[src/rtl/captura_pin_pkg.sv]
// Constants and types shared by the PIN capture front-end and the ATM controller.
package captura_pin_pkg;

  // Keypad code for backspace; shared with the controller.
  localparam logic [3:0] VACIO      = 4'hF;
  // Largest legal decimal digit code.
  localparam logic [3:0] DIGITO_MAX = 4'd9;
  // Width of the packed PIN word (four BCD digits).
  localparam int         PIN_W      = 16;

  // One-hot capture states.
  typedef enum logic [2:0] {
    INACTIVO = 3'b001,
    CAPTURA  = 3'b010,
    LISTO    = 3'b100
  } estado_t;

  // True when a keypad code is a decimal digit 0-9.
  function automatic logic es_digito(input logic [3:0] codigo);
    return codigo <= DIGITO_MAX;
  endfunction

endpackage

[src/rtl/captura_pin_contador_timeout.sv]
// Saturating up-counter with clear/enable and a terminal-count flag.
// Reused for idle timeouts here and for session timeouts in the controller.
module contador_timeout #(
  parameter int W        = 10,
  parameter int TERMINAL = 999
) (
  input  logic clock,
  input  logic reset,
  input  logic clear,
  input  logic enable,
  output logic terminal
);

  logic [W-1:0] cuenta;

  assign terminal = (cuenta == W'(TERMINAL));

  // Count up while enabled; clear wins; hold at the terminal value so it never wraps.
  always_ff @(posedge clock or posedge reset) begin
    // NOTE: non-blocking assignments keep every register updating from pre-edge values.
    if (reset) begin
      cuenta <= '0;
    end else if (clear) begin
      cuenta <= '0;
    end else if (enable && !terminal) begin
      cuenta <= cuenta + W'(1);
    end
  end

endmodule

[src/rtl/captura_pin.sv]
// Keypad PIN capture: collects BCD digit strobes with backspace, packs four
// digits into a 16-bit word, hands it to the controller with valid/ack, and
// discards a partial entry after an inter-digit idle timeout.
module captura_pin
  import captura_pin_pkg::*;
#(
  parameter int NUM_DIGITOS    = 4,
  parameter int TIMEOUT_CICLOS = 1000,
  parameter int TIMEOUT_W      = 10
) (
  input  logic             clock,
  input  logic             reset,
  input  logic             tarjeta_recibida,
  input  logic             digito_stb,
  input  logic [3:0]       digito,
  input  logic             pin_ack,
  output logic [PIN_W-1:0] pin_ingresado,
  output logic             pin_valido,
  output logic [2:0]       digitos_ingresados,
  output logic             digito_invalido,
  output logic             tiempo_agotado
);

  estado_t estado;
  logic    timer_clear;
  logic    timer_terminal;

  // Timer runs only while a partial entry sits idle in CAPTURA; everything else holds it at 0.
  always_comb begin
    // NOTE: default first so every path assigns the signal and no latch is inferred.
    timer_clear = 1'b1;
    if (tarjeta_recibida && estado == CAPTURA && !digito_stb &&
        digitos_ingresados != 3'd0 && !timer_terminal) begin
      timer_clear = 1'b0;
    end
  end

  contador_timeout #(
    .W        (TIMEOUT_W),
    .TERMINAL (TIMEOUT_CICLOS - 1)
  ) u_timeout (
    .clock    (clock),
    .reset    (reset),
    .clear    (timer_clear),
    .enable   (1'b1),
    .terminal (timer_terminal)
  );

  // Capture FSM with registered PIN, count, handshake and pulse outputs.
  always_ff @(posedge clock or posedge reset) begin
    if (reset) begin
      estado             <= INACTIVO;
      pin_ingresado      <= '0;
      pin_valido         <= 1'b0;
      digitos_ingresados <= 3'd0;
      digito_invalido    <= 1'b0;
      tiempo_agotado     <= 1'b0;
    end else begin
      digito_invalido <= 1'b0;
      tiempo_agotado  <= 1'b0;
      if (!tarjeta_recibida) begin
        // Card removal overrides everything, including a pending ack.
        estado             <= INACTIVO;
        pin_ingresado      <= '0;
        pin_valido         <= 1'b0;
        digitos_ingresados <= 3'd0;
      end else begin
        case (estado)
          INACTIVO: begin
            estado             <= CAPTURA;
            pin_ingresado      <= '0;
            pin_valido         <= 1'b0;
            digitos_ingresados <= 3'd0;
          end
          CAPTURA: begin
            if (digito_stb) begin
              if (es_digito(digito)) begin
                pin_ingresado      <= {pin_ingresado[11:0], digito};
                digitos_ingresados <= digitos_ingresados + 3'd1;
                if (digitos_ingresados == 3'(NUM_DIGITOS - 1)) begin
                  estado     <= LISTO;
                  pin_valido <= 1'b1;
                end
              end else if (digito == VACIO) begin
                if (digitos_ingresados != 3'd0) begin
                  pin_ingresado      <= {4'h0, pin_ingresado[15:4]};
                  digitos_ingresados <= digitos_ingresados - 3'd1;
                end
              end else begin
                digito_invalido <= 1'b1;
              end
            end else if (digitos_ingresados != 3'd0 && timer_terminal) begin
              // Idle too long: drop the partial entry but stay ready for a new one.
              tiempo_agotado     <= 1'b1;
              pin_ingresado      <= '0;
              digitos_ingresados <= 3'd0;
            end
          end
          LISTO: begin
            if (pin_ack) begin
              estado             <= CAPTURA;
              pin_ingresado      <= '0;
              pin_valido         <= 1'b0;
              digitos_ingresados <= 3'd0;
            end
          end
          default: begin
            estado             <= INACTIVO;
            pin_ingresado      <= '0;
            pin_valido         <= 1'b0;
            digitos_ingresados <= 3'd0;
          end
        endcase
      end
    end
  end

endmodule

[config.mk]
export PLATFORM = sky130hd
export DESIGN_NAME = captura_pin
export DESIGN_NICKNAME = d
export VERILOG_FILES = /design/src/rtl/captura_pin_pkg.sv /design/src/rtl/captura_pin_contador_timeout.sv /design/src/rtl/captura_pin.sv
export SDC_FILE = /design/constraint.sdc
export NUM_CORES = 1
export LEC_CHECK = 0
export ABC_CLOCK_PERIOD_IN_PS = 4800
export BUFFER_PORTS_ARGS = -buffer_cell sky130_fd_sc_hd__buf_2
export CAP_MARGIN = 20
export CORE_MARGIN = 2
export CORE_UTILIZATION = 59
export CTS_CLUSTER_DIAMETER = 60
export CTS_CLUSTER_SIZE = 10
export DETAILED_ROUTE_END_ITERATION = 7
export PLACE_DENSITY_LB_ADDON = 0.05
export SLEW_MARGIN = 20
export SYNTH_ARGS = -nofsm -noshare
export SYNTH_HDL_FRONTEND = slang
export SYNTH_SLANG_ARGS = --single-unit
[constraint.sdc]
create_clock -name clock -period 4.8 [get_ports clock]
set_clock_uncertainty 0.1 [all_clocks]
set_input_delay 0.24 -clock clock [delete_from_list [all_inputs] [get_ports clock]]
set_output_delay 0.24 -clock clock [all_outputs]
set_load 0.01 [all_outputs]
# ---- Word-level counts from Yosys, hierarchy flattened
# Cells that the tools add are included.
dict set report totals {
  regBits 35
  input_bits 9
  output_inout_bits 22
  word_cells 74
}
dict set report op_classes {
  n_addsub 3
  n_lt_le_gt_ge 1
  eq_ne 14
  mux 39
  n_reduce_logical 10
}
# op count
set ops {}
lappend ops {{two-way mux 16 bit} 7}
lappend ops {{two-way mux 3 bit} 12}
lappend ops {{one-hot mux 16 bit (2 select lines)} 1}
lappend ops {{two-way mux 10 bit} 2}
lappend ops {{two-way mux 1 bit} 14}
lappend ops {{adder 10 x 1 -> 10 bit, second input constant} 1}
lappend ops {{equality test 10 bit, second input constant} 1}
lappend ops {{inequality test 5 x 3 -> 1 bit, second input constant} 2}
lappend ops {{one-hot mux 3 bit (3 select lines)} 1}
lappend ops {{AND reduction 4 bit} 2}
lappend ops {{equality test 3 x 2 -> 1 bit, second input constant} 2}
lappend ops {{inequality test 3 x 2 -> 1 bit, second input constant} 2}
lappend ops {{inequality test 3 bit, second input constant} 2}
lappend ops {{one-hot mux 3 bit (2 select lines)} 1}
lappend ops {{logical AND 1 bit} 5}
lappend ops {{equality test 4 bit, second input constant} 1}
lappend ops {{<= comparator 4 bit, second input constant} 1}
lappend ops {{inequality test 4 x 3 -> 1 bit, second input constant} 1}
lappend ops {{adder 3 x 1 -> 3 bit, second input constant} 1}
lappend ops {{equality test 3 x 1 -> 1 bit, second input constant} 1}
lappend ops {{equality test 3 bit, second input constant} 1}
lappend ops {{nonzero test 3 bit} 1}
lappend ops {{subtractor 3 x 1 -> 3 bit, second input constant} 1}
lappend ops {{logical NOT 1 bit} 2}
lappend ops {{other kinds (2)} 2}

# ---- Depth between registers and ports, before layout
# Gate-level depths: netlist of run 1.
dict set report depth {
  depth_word 7
  ltp_mapped 9
  depth_no_buf 7
}

# ---- Hierarchy
# A second synthesis of run 1 with hierarchy kept.
dict set report unflattened {
  hier_cells 183
  area_unflattened_um2 1845.5
}
# mod n_inst cells_per_inst area_per_inst_um2 seq_area_each_um2
set by_module_without_submodules {}
lappend by_module_without_submodules {captura_pin 1 124 1286.2 601.8}
lappend by_module_without_submodules {contador_timeout 1 59 559.3 250.2}

# ---- Worst setup path before layout of run 1
# No wires, ideal clock.
dict set report synth_timing {
  path_type {register to register}
  start {reg u_timeout.cuenta[0]}
  end {reg pin_ingresado[10]}
  setup_ns 0.125
  t_arrival_ns 1.644
  t_required_ns 4.575
  slack_ns 2.931
  stages_incl_launch_ff 8
  n_path_buf 2
  period_less_slack_ns 1.869
  path_cell_list {dfrtp_1 > ha_1 > nand4b_1 > nor4_1 > o311a_1 > buf_6 > buf_12 > mux2_4}
}
dict set report synth_via {
  elab_chain_len 4
}
# item line
set synth_rtl {}
lappend synth_rtl {{start, declared} captura_pin_contador_timeout.sv:14} ;# logic [W-1:0] cuenta;
lappend synth_rtl {{start signal, assigned} captura_pin_contador_timeout.sv:26} ;# cuenta <= cuenta + W'(1);
lappend synth_rtl {{equality test 10 bit} captura_pin_contador_timeout.sv:16} ;# assign terminal = (cuenta == W'(TERMINAL));
lappend synth_rtl {{logical AND 1 bit} captura_pin.sv:92} ;# end else if (digitos_ingresados != 3'd0 && timer_terminal) begin
lappend synth_rtl {{inequality test 4 x 3 -> 1 bit (no source line)} --}
lappend synth_rtl {{AND reduction 4 bit (no source line)} --}
lappend synth_rtl {{end signal, assigned} captura_pin.sv:78} ;# pin_ingresado <= {pin_ingresado[11:0], digito};
lappend synth_rtl {{end signal, assigned} captura_pin.sv:86} ;# pin_ingresado <= {4'h0, pin_ingresado[15:4]};
lappend synth_rtl {{end, declared} captura_pin.sv:17} ;# output logic [PIN_W-1:0] pin_ingresado,
# No other way between the ends.
# A chain may end at the register's enable or synchronous reset.

# ---- Final worst setup path of run 1
dict set report layout_timing {
  start {reg estado[0]}
  end {reg pin_ingresado[6]}
}
dict set report layout_via {
  elab_chain_len 3
  elab_cells_between_ends 9
  classes_between {6 x eq/ne; 2 x mux; 1 x reduce/logical}
}
# item line
set layout_rtl {}
lappend layout_rtl {{start, declared} captura_pin.sv:24} ;# estado_t estado;
lappend layout_rtl {{start signal, assigned} captura_pin.sv:52} ;# estado <= INACTIVO;
lappend layout_rtl {{start signal, assigned} captura_pin.sv:63} ;# estado <= INACTIVO;
lappend layout_rtl {{start signal, assigned} captura_pin.sv:70} ;# estado <= CAPTURA;
lappend layout_rtl {{equality test 3 x 2 -> 1 bit / equality test 3 bit (equally long branches)} captura_pin.sv:68} ;# case (estado)
lappend layout_rtl {{inequality test 5 x 3 -> 1 bit (no source line), or another cell as far along} --}
lappend layout_rtl {{AND reduction 4 bit (no source line) / two-way mux 16 bit (equally long branches)} --}
# Parallel ways exist; a longest one is shown, timed or not.

==> flow_metrics.env, run 1 <==
export IMPL_diodes=0
export IMPL_initialDrtViolationCount=61
export IMPL_rrSetupSlack_ps=2410
export IMPL_yosysWarnings=0
export IMPL_end_kind="flop"
export IMPL_arrival_ps=2530
export IMPL_combinationalPowerShare_pct=7.5
export IMPL_dp_slack_ps=2390
export IMPL_critical_path_required_ps=4940
export IMPL_powerDensity_nw_per_um2=258
export IMPL_syn_area_per_cell_um2=9.90
export IMPL_p_seq_share_pct=57.5
export IMPL_drt_wl_total_um=3770
export IMPL_vias_per_cell=5.70
export IMPL_area_growth_pct=12.9
export IMPL_syn_nets=194
export IMPL_h_tree_depth=2
export IMPL_critPathBufInv=0
export IMPL_ant_nets=0
export IMPL_cp_start_kind="flop"
export IMPL_synth_top_area_share_pct=47.0
export IMPL_grt_pass1_wl_um=6180
export IMPL_ys_ff_latch=35
export IMPL_async_flop_share_pct=100
export IMPL_setup_tns_ps=0
export IMPL_slew_violations=0
export IMPL_postCtsSetupBuffers=0
export IMPL_die_w_um=59.4
export IMPL_tightest_slew_ps=877
export IMPL_p_leak_nw=0.953
export IMPL_drcViolationCount=0
export IMPL_dp_hpwl_um=2670
export IMPL_cts_root_buf="clkbuf_4"
export IMPL_clk_latency_ps=350
export IMPL_grt_start_max_net_pins=36
export IMPL_grt_pass1_vias=1300
export IMPL_clk_pin_slew_ps=100
export IMPL_worst_path_max_delay_cell="o311a_1"
export IMPL_wire_per_inst_um=15.1
export IMPL_netlist_instances=183
export IMPL_placed_area_um2=1970
export IMPL_antenna_found_initial=0
export IMPL_syn_area_um2=1810
export IMPL_slew_headroom_pct=41.6
export IMPL_fin_crit_sh_pct=49.9
export IMPL_crit_type="flop to flop"
export IMPL_drive_gt1_share_pct=25.8
export IMPL_max_cap_violations=0
export IMPL_first_pass_iters=4
export IMPL_grt_usage_pct=23.9
export IMPL_peakVddDrop_v=0.000211
export IMPL_post_cts_resized=0
export IMPL_cp_cell_sequence="and4bb_1, o2111ai_1, o311a_1, mux2_2"
export IMPL_synth_area_leader_cell="dfrtp_1"
export IMPL_rows=20
export IMPL_status="finished clean"
export IMPL_synth_ff_type="dfrtp_1"
export IMPL_critPathMaxFanout=19
export IMPL_p_int_w=0.000400
export IMPL_initial_core_util_pct=60.8
export IMPL_vias=1425
export IMPL_io_buffers=30
export IMPL_grt_ovfl_total=0
export IMPL_cts_sinks=35
export IMPL_dieHeight_um=59.4
export IMPL_finalInstanceArea_um2=2050
export IMPL_nets=227
export IMPL_post_route_min_period_ps=2390
export IMPL_synth_edf_count=0
export IMPL_cts_buffer_depth=2
export IMPL_num_fill_cells=248
export IMPL_hold_viol=0
export IMPL_cts_buffers=5
export IMPL_cpPeakStageDelay_ps=790
export IMPL_crit_family="compound AO/OA/AOI/OAI gates"
export IMPL_min_path_type="input pin to flop"
export IMPL_synth_cell_types=39
export IMPL_ioPinCount=31
export IMPL_gp_congestion=0.789
export IMPL_rsz0062_at_grt="no"
export IMPL_yosysSeqAreaShare_pct=48.4
export IMPL_fmax_mhz=418
export IMPL_clkPwrFrac_pct=34.9
export IMPL_core_area_um2=2980
export IMPL_p_sw_w=0.000127
export IMPL_layout_setup_ws_ps=2410
export IMPL_p_sw_share_pct=24.2
export IMPL_cts_tree="built"
export IMPL_die_area_um2=3530
export IMPL_yosys_top_cells_area="dfrtp_1 (47%), nand2_1 (6.4%), mux2_2 (6.2%)"
export IMPL_finalSetupViolations=0
-- logic make-up (layout without fill, tap and decap cells) --
kind of cell	count (synthesis)	count (layout)	share of synthesized area (%)
XOR/XNOR	9	9	4.35
AO/OA/AOI/OAI	25	25	8.15
adder cells (fa/ha/maj)	2	2	1.38
buffers and inverters	16	50	4.70
multiplexers	17	17	11.2
flip-flops	35	35	48.4
AND/OR/NAND/NOR	79	79	21.8
-- repair_timing --
action,CTS,global route
endpoints found under the hold margin,34,0
hold buffers,1,0
setup endpoints to repair,0,0
-- path summary, 6_finish.rpt --
path,start,endpoint,depth (start not counted)
hold / removal,tarjeta_recibida,estado[0],2
min in group asynchronous,reset,pin_ingresado[3],4
hold reg to reg,u_timeout.cuenta[0],u_timeout.cuenta[0],1
max in group asynchronous,reset,estado[0],4
setup reg to reg,estado[0],pin_ingresado[6],4
setup / recovery,estado[0],pin_ingresado[6],4
-- sequential cells by signal, indices dropped and copies added (netlist names) --
| register | cells |
|---|---|
| u_timeout.cuenta | 10 |
| tiempo_agotado | 1 |
| digitos_ingresados | 3 |
| pin_valido | 1 |
| estado | 3 |
| pin_ingresado | 16 |
| digito_invalido | 1 |
-- Yosys cell counts (2+ instances only) --
cell      count
nand4_1       4
xnor2_1       7
nor2b_1       2
clkbuf_1      3
mux2_4        4
nor3_1        6
dfrtp_1      34
nand3_1       4
mux2_2       10
xor2_1        2
a21oi_1      11
ha_1          2
o21ai_0       8
inv_1         9
mux2i_1       3
nand2_1      31
nand4b_1      2
nor2_1       20
-- area by class of cell --
cell class,count,area (um^2),share of cell area (%)
well taps,33,41.3,2.02
repair buffers,33,175,8.56
inverters,9,33.8,1.65
flip-flops and latches,35,877,42.9
clock buffers,8,68.8,3.36
multi-input cells,132,850,41.5
-- power by group through the flow --
stage	Clock (W)	Combinational (W)	Sequential [W]
global route	0.000200	0.0000442	0.000304
CTS	0.000191	0.0000401	0.000303
floorplan	0	0.0000274	0.000308
finish	0.000184	0.0000398	0.000303
detailed placement	0	0.0000394	0.000309
global placement	0	0.0000373	0.000309
-- stage by stage --
step / cells / util (%) / power, W / hold slack, ps
finish: 250 / 68.7 / 0.000527 / 62.6
global route: 250 / 68.7 / 0.000549 / 64.3
CTS: 250 / 68.7 / 0.000534 / 44.5
detailed placement: 241 / 66.1 / 0.000348 / 260
global placement: 241 / 66.1 / 0.000346 / 249
floorplan: 183 / - / 0.000335 / 243
-- cell usage in the layout, fill, tap and decap left out, drive strengths merged, types with 3 or more instances in the layout --
| cell type | count |
|---|---|
| dfrtp | 34 |
| buf | 32 |
| nand2 | 31 |
| nor2 | 20 |
| mux2 | 14 |
| a21oi | 11 |
| inv | 9 |
| o21ai | 8 |
| clkbuf | 8 |
| xnor2 | 7 |
| nor3 | 7 |
| nand4 | 4 |
| nand3 | 4 |
| mux2i | 3 |
-- per-layer routing --
layer	global-route usage [%]	vias up	routed length, um
met3	6.77	9	157
met2	36.6	34	1790
met5	0	-	0
li1	-	692	-
met4	8.77	0	67
met1	32.1	690	1750
Power figures use the tool's default switching activity.
==> run 2, diff against run 1 <==
ABC_CLOCK_PERIOD_IN_PS = 1960   (was 4800)
CORE_UTILIZATION = 50   (was 59)
clock period = 1.96 ns   (was 4.8 ns; I/O delays follow)
==> run 2 against run 1 <==
  * Worst hold slack got worse by 5.2 ps
  * First-iteration DRC count rose by 51%
  * Worst setup slack got worse by 2400 ps
  * Non-clock buffer count rose by 14
  * Cell area rose by 10%
  * Utilization fell by 2.8 points
  * Clock-buffer cell count did not move
  * Die area rose by 17%
  * Cell count rose by 11%
  * Largest cell class is now multi-input combinational cells
==> flow_metrics.env, run 2 (synthesis gave the netlist of run 1 again) <==
export IMPL_status="finished clean"
export IMPL_wire_per_inst_um=14.2
export IMPL_gp_congestion=0.829
export IMPL_io_buffers=30
export IMPL_slew_headroom_pct=69.2
export IMPL_ant_nets=0
export IMPL_dp_hpwl_um=2590
export IMPL_h_tree_depth=2
export IMPL_grt_pass1_vias=1358
export IMPL_grt_start_max_net_pins=36
export IMPL_vias_per_cell=5.21
export IMPL_largest_reg_flops=16
export IMPL_cts_buffer_depth=2
export IMPL_min_path_type="input pin to flop"
export IMPL_layout_setup_ws_ps=36.1
export IMPL_critPathMaxFanout=9
export IMPL_drive_gt1_share_pct=30.3
export IMPL_clk_pin_slew_ps=110
export IMPL_area_growth_pct=24.3
export IMPL_drt_wl_total_um=3940
export IMPL_cts_buffers=5
export IMPL_peakVddDrop_v=0.000491
export IMPL_cts_tree="built"
export IMPL_grt_usage_pct=20.5
export IMPL_layout_common_cells="dfrtp_1 (34), nand2_1 (31), buf_2 (30), nor2_1 (20), a21oi_1 (11)"
export IMPL_fin_crit_sh_pct=98.2
export IMPL_regMostFlops="pin_ingresado"
export IMPL_first_pass_iters=4
export IMPL_grt_ovfl_total=0
export IMPL_nets=241
export IMPL_crit_type="flop to flop"
export IMPL_num_fill_cells=295
export IMPL_dieHeight_um=64.2
export IMPL_max_cap_violations=0
export IMPL_vias=1442
export IMPL_ioPinCount=31
export IMPL_layout_commonest_cell="dfrtp_1"
export IMPL_end_kind="flop"
export IMPL_arrival_ps=2050
export IMPL_die_area_um2=4120
export IMPL_finalSetupViolations=0
export IMPL_antenna_found_initial=0
export IMPL_core_area_um2=3420
export IMPL_initial_core_util_pct=53.0
export IMPL_fmax_mhz=520
export IMPL_powerDensity_nw_per_um2=583
export IMPL_biggestRegsByFlops="pin_ingresado x16, u_timeout.cuenta x10"
export IMPL_drcViolationCount=0
export IMPL_place_inst=262
export IMPL_clk_latency_ps=340
export IMPL_cp_start_kind="flop"
export IMPL_min_delay_start="digito_stb"
export IMPL_critical_path_required_ps=2090
export IMPL_die_w_um=64.2
export IMPL_cts_root_buf="clkbuf_4"
export IMPL_slew_violations=0
export IMPL_hold_viol=0
export IMPL_worstSetupStartpoint="estado[0]"
export IMPL_initialDrtViolationCount=92
export IMPL_grt_pass1_wl_um=6420
export IMPL_final_cells=277
export IMPL_finalPower_w=0.00131
export IMPL_setup_tns_ps=0
export IMPL_p_leak_nw=1.05
export IMPL_rows=21
export IMPL_post_route_min_period_ps=1920
export IMPL_tightest_slew_ps=461
export IMPL_dp_slack_ps=62.7
export IMPL_diodes=0
export IMPL_cts_sinks=35
export IMPL_r2r_start="estado[0]"
## run 2: layout make-up
| class | instances | area [um^2] | share of cell area, % |
|---|---|---|---|
| inverter | 9 | 33.8 | 1.50 |
| sequential | 35 | 877 | 38.9 |
| clock buffer | 8 | 68.8 | 3.06 |
| multi-input combinational | 132 | 880 | 39.1 |
| tap | 46 | 57.6 | 2.56 |
| timing repair buffer | 47 | 335 | 14.9 |
## run 2: metrics by stage
step	utilization, %	hold slack (ps)	cell area [um^2]
5_1_grt	65.9	49.2	2250
3_5_place_dp	60.2	121	2060
2_1_floorplan	-	101	1810
3_3_place_gp	60.2	113	2060
6_report	65.9	57.4	2250
4_1_cts	63.4	16.3	2160
## run 2: power by group
| group | switching [W] | internal (W) | leakage, nW |
|---|---|---|---|
| sequential | 0.0000103 | 0.000731 | 0.484 |
| clock | 0.000238 | 0.000211 | 0.0386 |
| combinational | 0.0000684 | 0.0000551 | 0.526 |
| total | 0.000317 | 0.000997 | 1.05 |
## run 2: path summary, 6_finish.rpt
check | to | slack [ps] | cells after the start
setup / recovery | pin_ingresado[10] | 40 | 5
hold / removal | pin_valido | 60 | 3
setup reg to reg | pin_ingresado[10] | 40 | 5
hold reg to reg | u_timeout.cuenta[0] | 440 | 2
max in group asynchronous | estado[0] | 1120 | 4
min in group asynchronous | u_timeout.cuenta[4] | 300 | 4
## run 2: timing repair
action | 4_1_cts | 5_1_grt
hold buffers | 4 | 0
hold endpoints to repair | 36 | 0
resized for setup | 0 | 4
endpoints found under the setup margin | 0 | 13
buffers inserted | 0 | 1
## run 2: per-layer routing
layer / part of all wire, % / GRT usage, % / wire (um)
met4: 0.66 / 6.38 / 26
met5: 0 / 0 / 0
met3: 4.7 / 6.34 / 187
met2: 46 / 30.9 / 1800
met1: 49 / 28.4 / 1930
## run 2: critical path, cell delays in order (launching register included)
cell and delay, ps:
dfstp_2 400, buf_4 130, nand4bb_4 270, o311a_4 440, clkbuf_16 180, mux2_4 290
